`src/rtl/seg7_pkg.sv`:
```
// Shared types and constants for the multiplexed seven-segment stopwatch:
// control states, write commands, and active-low glyph patterns {a,b,c,d,e,f,g}.
package seg7_pkg;

  typedef enum logic [1:0] {
    ST_IDLE = 2'd0,
    ST_RUN  = 2'd1,
    ST_HOLD = 2'd2
  } state_t;

  localparam logic [1:0] CMD_NOP    = 2'b00;
  localparam logic [1:0] CMD_START  = 2'b01;
  localparam logic [1:0] CMD_STOP   = 2'b10;
  localparam logic [1:0] CMD_RESUME = 2'b11;

  localparam logic [6:0] SEG_OFF = 7'b1111111;

  // index = nibble value; bit 6 is segment a, bit 0 is segment g; 0 lights a segment
  localparam logic [6:0] GLYPH [16] = '{
    7'b0000001, 7'b1001111, 7'b0010010, 7'b0000110,
    7'b1001100, 7'b0100100, 7'b0100000, 7'b0001111,
    7'b0000000, 7'b0000100, 7'b0001000, 7'b1100000,
    7'b0110001, 7'b1000010, 7'b0110000, 7'b0111000
  };

  // counter width able to hold values 0..n-1, never narrower than one bit
  function automatic int bits_for(input int n);
    return (n > 1) ? $clog2(n) : 1;
  endfunction

endpackage

```
`src/rtl/seg7_decoder.sv`:
```
// Nibble to active-low seven-segment glyph, purely combinational.
module seg7_decoder
  import seg7_pkg::*;
(
  input  logic [3:0] nibble,
  output logic [6:0] seg
);

  assign seg = GLYPH[nibble];

endmodule

```
`src/rtl/seg7_timer_param.sv`:
```
// Start/stop/resume BCD or hex event counter with a multiplexed seven-segment
// display scan; segment and anode pins are registered.
//
// state | meaning
// IDLE  | after reset, count frozen, STOP ignored
// RUN   | count advances once per prescale tick
// HOLD  | count and prescaler frozen until START or RESUME
module seg7_timer_param
  import seg7_pkg::*;
#(
  parameter int N_DIGITS = 8,
  parameter int PRESCALE = 1,
  parameter int REFRESH  = 4
) (
  input  logic                clk,
  input  logic                rst,
  input  logic                we_7seg,
  input  logic [31:0]         wdata,
  output logic [31:0]         rdata,
  output logic                ovf,
  output logic                a,
  output logic                b,
  output logic                c,
  output logic                d,
  output logic                e,
  output logic                f,
  output logic                g,
  output logic [N_DIGITS-1:0] AN
);

  localparam int CW = 4 * N_DIGITS;
  localparam int PW = bits_for(PRESCALE);
  localparam int RW = bits_for(REFRESH);
  localparam int IW = bits_for(N_DIGITS);

  state_t            state;
  logic [CW-1:0]     cnt;
  logic [CW-1:0]     cnt_inc;
  logic              wrap;
  logic              ovf_q;
  logic              hex_mode;
  logic [PW-1:0]     psc;
  logic [RW-1:0]     ref_cnt;
  logic [IW-1:0]     idx;
  logic [3:0]        cur_nib;
  logic [6:0]        seg_dec;
  logic [6:0]        seg_q;
  logic [N_DIGITS-1:0] an_q;
  logic [1:0]        cmd;
  logic              cmd_valid;
  logic              tick;

  assign cmd       = wdata[1:0];
  assign cmd_valid = we_7seg && (cmd != CMD_NOP);
  assign tick      = (state == ST_RUN) && (psc == PW'(PRESCALE - 1));

  // Ripple-carry digit increment; hex and BCD differ only in the per-digit limit.
  always_comb begin
    logic carry;
    cnt_inc = cnt;
    carry   = 1'b1;
    for (int i = 0; i < N_DIGITS; i++) begin
      if (carry) begin
        if (cnt[4*i +: 4] == (hex_mode ? 4'hF : 4'h9)) begin
          cnt_inc[4*i +: 4] = 4'h0;
        end else begin
          cnt_inc[4*i +: 4] = cnt[4*i +: 4] + 4'h1;
          carry             = 1'b0;
        end
      end
    end
    wrap = carry;
  end

  always_ff @(posedge clk or posedge rst) begin
    if (rst) begin
      state    <= ST_IDLE;
      cnt      <= '0;
      ovf_q    <= 1'b0;
      hex_mode <= 1'b0;
      psc      <= '0;
    end else begin
      if (we_7seg) begin
        hex_mode <= wdata[2];
      end
      if (cmd_valid) begin
        case (cmd)
          CMD_START: begin
            cnt   <= '0;
            ovf_q <= 1'b0;
            psc   <= '0;
            state <= ST_RUN;
          end
          CMD_STOP: begin
            if (state != ST_IDLE) begin
              state <= ST_HOLD;
            end
          end
          CMD_RESUME: state <= ST_RUN;
          default:    state <= state;
        endcase
      end else if (tick) begin
        psc <= '0;
        cnt <= cnt_inc;
        if (wrap) begin
          ovf_q <= 1'b1;
        end
      end else if (state == ST_RUN) begin
        psc <= psc + 1'b1;
      end
    end
  end

  // Display scan runs in every state, independent of the counter control.
  always_ff @(posedge clk or posedge rst) begin
    if (rst) begin
      ref_cnt <= '0;
      idx     <= '0;
      an_q    <= '1;
      seg_q   <= SEG_OFF;
    end else begin
      if (ref_cnt == RW'(REFRESH - 1)) begin
        ref_cnt <= '0;
        idx     <= (idx == IW'(N_DIGITS - 1)) ? '0 : idx + 1'b1;
      end else begin
        ref_cnt <= ref_cnt + 1'b1;
      end
      an_q  <= ~(N_DIGITS'(1) << idx);
      seg_q <= seg_dec;
    end
  end

  assign cur_nib = 4'(cnt >> (4 * idx));

  seg7_decoder u_decoder (
    .nibble (cur_nib),
    .seg    (seg_dec)
  );

  assign {a, b, c, d, e, f, g} = seg_q;
  assign AN    = an_q;
  assign rdata = 32'(cnt);
  assign ovf   = ovf_q;

endmodule

```
`config.mk`:
```
export PLATFORM = sky130hd
export DESIGN_NAME = seg7_timer_param
export DESIGN_NICKNAME = d
export VERILOG_FILES = /design/src/rtl/seg7_pkg.sv /design/src/rtl/seg7_decoder.sv /design/src/rtl/seg7_timer_param.sv
export SDC_FILE = /design/constraint.sdc
export NUM_CORES = 1
export LEC_CHECK = 0
export BUFFER_PORTS_ARGS = -buffer_cell sky130_fd_sc_hd__buf_2
export CORE_ASPECT_RATIO = 1.75
export CORE_MARGIN = 5
export CORE_UTILIZATION = 40
export CTS_BUF_LIST = sky130_fd_sc_hd__clkbuf_16
export CTS_CLUSTER_SIZE = 20
export DETAILED_ROUTE_END_ITERATION = 8
export SYNTH_ARGS = -nofsm -noshare
export SYNTH_HDL_FRONTEND = slang
export SYNTH_HIERARCHICAL = 1
export SYNTH_SLANG_ARGS = --single-unit
```
`constraint.sdc`:
```
create_clock -name clk -period 2.6 [get_ports clk]
set_input_delay 0.13 -clock clk [delete_from_list [all_inputs] [get_ports clk]]
set_output_delay 0.13 -clock clk [all_outputs]
set_load 0.05 [all_outputs]
```
* Word level (Yosys, flattened, before mapping) *
Memory sizes are Yosys's and may differ from the RTL's. A register that Yosys moved wholly into a read port is not among the register bits.
Index checks and enable logic that the tools add are counted.

cells by class
  eq/ne operators = 16
  reduce and logical (&&, ||, !) cells = 27
  muxes and demuxes = 45
  bitwise gates (word level) = 3
  add/sub/neg operators = 11
  shift-type cells = 2

operator list
  cell                                                    count
  2-to-1 mux 32 bit                                       3
  2-to-1 mux 4 bit                                        15
  adder 4 x 1 -> 4 bit (second input constant)            8
  == test 4 bit                                           8
  right shift 32 x 5 -> 4 bit                             1
  AND reduction 3 bit                                     9
  nonzero test 2 bit                                      12
  2-to-1 mux 1 bit                                        22
  inverter 8 bit                                          1
  << shifter 1 x 3 -> 8 bit (first input constant)        1
  == test 2 bit (second input constant)                   3
  2-to-1 mux 3 bit                                        2
  inverter 4 -> 5 bit                                     1
  == test 2 x 1 -> 1 bit (second input constant)          2
  2-to-1 mux 2 bit                                        2
  case mux 2 bit (2 select lines)                         1
  AND reduction 2 bit                                     2
  adder 3 x 1 -> 3 bit (second input constant)            1
  == test 3 bit (second input constant)                   1
  nonzero test 3 bit                                      1
  adder 2 x 1 -> 2 bit (second input constant)            1
  logical AND 1 bit                                       2
  inequality test 2 x 1 -> 1 bit (second input constant)  1
  inequality test 2 bit (second input constant)           1
  3 further kinds                                         3

storage, ports and cells
  memory bits (read-only) = 112
  output and inout port bits = 48
  memories = 1
  register bits after elaboration = 50
  input port bits = 35

memories
  memory           depth  bits a word  rd ports  clocked after Yosys merged registers in  wr ports  RTL line           text
  (no name shown)  16     7            1         1                                        0         seg7_decoder.sv:9  assign seg = GLYPH[nibble];

* Logic depth before layout (Yosys ltp) *
  depth after elaboration = 13
  depth in mapped cells = 9

* Modules after synthesis *
Netlist, hierarchy kept.

by module, submodules not included
  module            instances  area each (µm²)  cells an instance
  seg7_timer_param  1          3140.5           308
  seg7_decoder      1          262.8            31

* Worst setup path before layout *
Ideal clock, no wire load.

  path kind = register to register
  start = register cnt[1] (netlist: rdata[1])
  end = register cnt[23] (netlist: rdata[23])
  path buffers = 1
  slack = 172 ps
  cell stages (with the launch flop) = 7
  arrival time = 2282 ps
  data required time = 2454 ps
  clock period less this slack = 2428 ps
  path through = dfrtp_1 -> a21boi_0 -> or3_4 -> o41a_1 -> buf_2 -> o41ai_2 -> o31ai_1

on the way
  word-level cells in the longest chain between the ends = 8

RTL lines
  what                           RTL line                 text
  from (decl)                    seg7_timer_param.sv:37   logic [CW-1:0] cnt;
  from (signal assigned)         seg7_timer_param.sv:104  cnt <= cnt_inc;
  == test 4 bit                  seg7_timer_param.sv:64   if (cnt[4*i +: 4] == (hex_mode ? 4'hF : 4'h9)) begin
  2-to-1 mux 1 bit               seg7_timer_param.sv:64
  2-to-1 mux 1 bit (4 in a row)  seg7_timer_param.sv:63   if (carry) begin
  nonzero test 2 bit (no line)   n/a
  AND reduction 3 bit (no line)  n/a

Every way passes these cells.
A chain may end at the register's enable or synchronous reset.

* Worst setup path after layout *
  start = register hex_mode
  end = register cnt[21] (netlist: rdata[21])

on the way
  word-level cells in the longest chain between the ends = 9

RTL lines
  what                           RTL line                text
  from (decl)                    seg7_timer_param.sv:41  logic hex_mode;
  from (signal assigned)         seg7_timer_param.sv:84  hex_mode <= wdata[2];
  2-to-1 mux 3 bit *             seg7_timer_param.sv:64
  == test 4 bit                  seg7_timer_param.sv:64
  2-to-1 mux 1 bit               seg7_timer_param.sv:64
  2-to-1 mux 1 bit (4 in a row)  seg7_timer_param.sv:63
  nonzero test 2 bit (no line)   n/a
  AND reduction 3 bit (no line)  n/a

Every way passes the cells marked *; elsewhere a longest branch is shown, timed or not. The select of a mux whose other input is x is not followed.

==> results.txt <==
----------------------------------------------------
[Power and ir drop]
  Static leakage power ... 1.92 nW
  Worst vdd rail ir drop ... 348 uV
  Clock share of power ... 35.1%
  Internal ... 1.83 mW
  Net Sw Power ... 1.09 mW
  Power Dens Cells ... 696 nW/um2
  Combinational power share ... 25.9%
  Net switching share of the total power ... 37.3%
  Sequential cell fraction of total power ... 39.0%

[Critical path]
  Worst r2r src ... hex_mode$_DFFE_PP0P_
  Worst setup slack for register-to-register paths ... 0.21 ns
  R2R cell count ... 5
  CP endpoint ... rdata[21]$_DFFE_PP0P_
  Critical Path Fanout Max ... 9
  Required time of the worst setup path ... 2.87 ns
  Kind of launch point of the worst setup path ... register
  Startpoint of the worst setup timing path ... hex_mode$_DFFE_PP0P_
  Data arrival time of the worst path ... 2.66 ns
  Crit Path Class ... reg -> reg
  Endpoint of the most critical register-to-register path ... rdata[21]$_DFFE_PP0P_
  Kind of capture point of the worst setup path ... register

[Place]
  Number of buffer cells added on primary ports ... 53
  Final Wtd Congestion ... 0.808
  Placed insts ... 515
  Post-place instance area ... 3920 um2
  Total half-perimeter wirelength after legalization and detailed placement ... 6730 um

[Route]
  Final routed wire length divided by cell count ... 17.0 um
  Number of remaining DRC errors ... 0
  Number of nets with antenna violations after routing ... 0
  Routed vias ... 3,026
  Initial DRC Count ... 157
  Post-Route WL ... 9030 um
  Drt first pass iters ... 6
  Mean number of vias per cell ... 5.69

[Floorplan]
  Effective utilization at floorplan ... 40.9%
  Die boundary width ... 79.7 um
  # IOs ... 83
  Full die area ... 10,500 um2
  Row Count ... 44
  Placeable Area ... 8310 um2
  Die Ht ... 132 um

[Layout]
  Layout Area Growth over Synthesis ... 22.9%
  Fill cell count ... 770
  Top library cells by usage in the layout, fill and taps aside ... sky130_fd_sc_hd__buf_2 (53), sky130_fd_sc_hd__nand2_1 (45), sky130_fd_sc_hd__dfrtp_1 (42)
  End-of-flow core utilization ... 50.3%
  Area used by sequential logic in the layout ... 1450 um2
  Multi-input gate area ... 1850 um2
  Post-route design area ... 4180 um2
  Final Non-Filler Cells ... 532
  N_diodes ... 0
  Final-stage net count ... 469
  Most common cell after layout, fill and taps aside ... sky130_fd_sc_hd__buf_2
  Share of cells above drive strength 1 ... 29.0%

[Clock network]
  CTS buffer count ... 9
  Post-CTS Setup Repair Bufs ... 0
  Clk Latency, worst-skew pair ... 0.34 ns
  Deepest clock path buffer count ... 2
  CTS tree ... done
  Clock Tree Root ... sky130_fd_sc_hd__clkbuf_16
  Gates resized, CTS repair ... 0
  Number of clock sinks ... 57
  H-tree lvl count ... 3
  Hold buffers post-CTS ... 1
  Worst-path clk slew ... 0.05 ns

[Yosys]
  Synthesis warning total ... 6
  Post-synthesis net count ... 396
  FFs w/ async S/R, synth ... 100%
  Number of instances in the synthesized netlist ... 339
  Area contributors post-synth ... sky130_fd_sc_hd__dfrtp_1 (31%), sky130_fd_sc_hd__dfstp_2 (12%), sky130_fd_sc_hd__ha_1 (8.1%)
  Number of register bits inferred by synthesis ... 57
  Count of cell types in the netlist ... 56
  Area of the mapped netlist ... 3400 um2
  Number of enable-type register cells in the synthesized netlist ... 0
  Area share of the largest cell type after synthesis ... 30.9%
  Mean Syn Cell Area ... 10.0 um2
  Main flop type after synthesis ... sky130_fd_sc_hd__dfrtp_1
  Sequential cell area fraction in the yosys report ... 42.5%
  Cell type contributing the most total cell area after synthesis ... sky130_fd_sc_hd__dfrtp_1

[Run]
  Max-cap violation count ... 0

[Global route]
  Antenna violations before repair ... 0
  Global Route Usage Sum ... 18.2%
  Global-route wire length before repair ... 14,900 um
  Congestion Overflow GR ... 0
  Via count of the first global-routing pass ... 3,064
  Pin count of the biggest net entering global routing ... 26

[Run status]
  Status ... complete, no violations

[Timing]
  Unrepaired setup endpoints after global routing ... no
  Transition at the pin with the smallest max-transition slack ... 0.784 ns
  Worst clock skew ... 0.00895 ns
  Final Hold Vio Count ... 0
  Setup tns final ... 0 ns
  Worst slew margin relative to its limit ... 47.8%
  Max Fclk ... 419 MHz
  Final count of negative-setup-slack endpoints ... 0
  Max-slew violation count ... 0
  Share of the clock period used by the worst path after layout ... 91.8%
  Min Tclk post-route ... 2.39 ns

[Min path]
  Class of the tightest hold or removal check ... in -> reg

----------------------------------------------------
-- sequential cells by signal, summed over array words and instances (netlist names) --
signal,cells
state,2
ref_cnt,2
idx,3
hex_mode,1
seg_q,7
AN,8
psc,1
rdata,32
ovf,1
-- cells in the mapped netlist, types with 3 or more instances --
master                     instances
sky130_fd_sc_hd__a21oi_1          10
sky130_fd_sc_hd__a31oi_1           4
sky130_fd_sc_hd__a41oi_1           3
sky130_fd_sc_hd__and3_1            7
sky130_fd_sc_hd__clkbuf_1          9
sky130_fd_sc_hd__dfrtp_1          42
sky130_fd_sc_hd__dfstp_2          15
sky130_fd_sc_hd__ha_1             22
sky130_fd_sc_hd__inv_1            12
sky130_fd_sc_hd__mux2_2            3
sky130_fd_sc_hd__mux2i_1           6
sky130_fd_sc_hd__mux4_2            8
sky130_fd_sc_hd__nand2_1          45
sky130_fd_sc_hd__nand2b_1          3
sky130_fd_sc_hd__nand3_1          18
sky130_fd_sc_hd__nor2_1           13
sky130_fd_sc_hd__nor3_1            7
sky130_fd_sc_hd__nor3_2            3
sky130_fd_sc_hd__o211ai_1          4
sky130_fd_sc_hd__o21ai_0          27
sky130_fd_sc_hd__o21ai_1           6
sky130_fd_sc_hd__o31ai_1          14
sky130_fd_sc_hd__o41ai_1           4
sky130_fd_sc_hd__o41ai_2           3
sky130_fd_sc_hd__or3_1             8
-- power groups by stage --
| stage | combinational, mW | clock [mW] | sequential, mW |
|---|---|---|---|
| floorplan | 0.291 | 0 | 1.38 |
| global placement | 0.746 | 0 | 1.14 |
| detailed placement | 0.760 | 0 | 1.15 |
| CTS | 0.763 | 1.04 | 1.13 |
| global route | 0.822 | 1.07 | 1.15 |
| finish | 0.755 | 1.02 | 1.14 |
-- cell families after synthesis --
family | count (synthesis) | share of synthesized area [%]
buffers and inverters | 26 | 3.23
multiplexers | 18 | 8.82
AND/OR/NAND/NOR | 120 | 17.8
flip-flops | 57 | 42.5
adder cells (fa/ha/maj) | 22 | 8.09
AO/OA/AOI/OAI | 96 | 19.6
-- worst min-delay path by stage --
stage | cells after the start | start | endpoint
global placement | 2 | rst | rdata[19]$_DFFE_PP0P_
CTS | 2 | wdata[2] | hex_mode$_DFFE_PP0P_
global route | 2 | wdata[2] | hex_mode$_DFFE_PP0P_
finish | 2 | wdata[2] | hex_mode$_DFFE_PP0P_
floorplan | 2 | wdata[0] | state[0]$_DFFE_PP0P_
detailed placement | 2 | rst | rdata[17]$_DFFE_PP0P_
-- routing by layer --
metal  track usage [%]  share of wire [%]  vias up
li1                  -                  -     1434
met1              18.7                 38     1487
met2              33.0                 55       83
met3              3.56                3.9       22
met4              10.6                2.9        0
met5                 0                  0        -
-- critical path: stages (launching register included) --
cell                       delay, ns
sky130_fd_sc_hd__dfrtp_1        0.46
sky130_fd_sc_hd__a21boi_0       0.20
sky130_fd_sc_hd__or3_4          0.44
sky130_fd_sc_hd__o41a_1         0.47
sky130_fd_sc_hd__nor2_1         0.48
sky130_fd_sc_hd__a32o_1         0.26
-- area by class of cell --
type / instances / share of cell area (%)
multi-input combinational: 256 / 44.2
clock buffer: 9 / 5.38
tap: 115 / 3.44
timing repair buffer: 74 / 10.5
clock inverter: 7 / 0.718
sequential: 57 / 34.5
inverter: 14 / 1.26
-- stage by stage --
| step | setup slack (ns) | hold slack [ns] | power (mW) |
|---|---|---|---|
| global placement | 0.274 | 0.188 | 1.89 |
| CTS | 0.239 | 0.0216 | 2.94 |
| floorplan | 0.172 | 0.266 | 1.67 |
| global route | 0.0612 | 0.0343 | 3.04 |
| detailed placement | 0.237 | 0.193 | 1.91 |
| finish | 0.212 | 0.0310 | 2.91 |
Power figures use the tool's default switching activity.
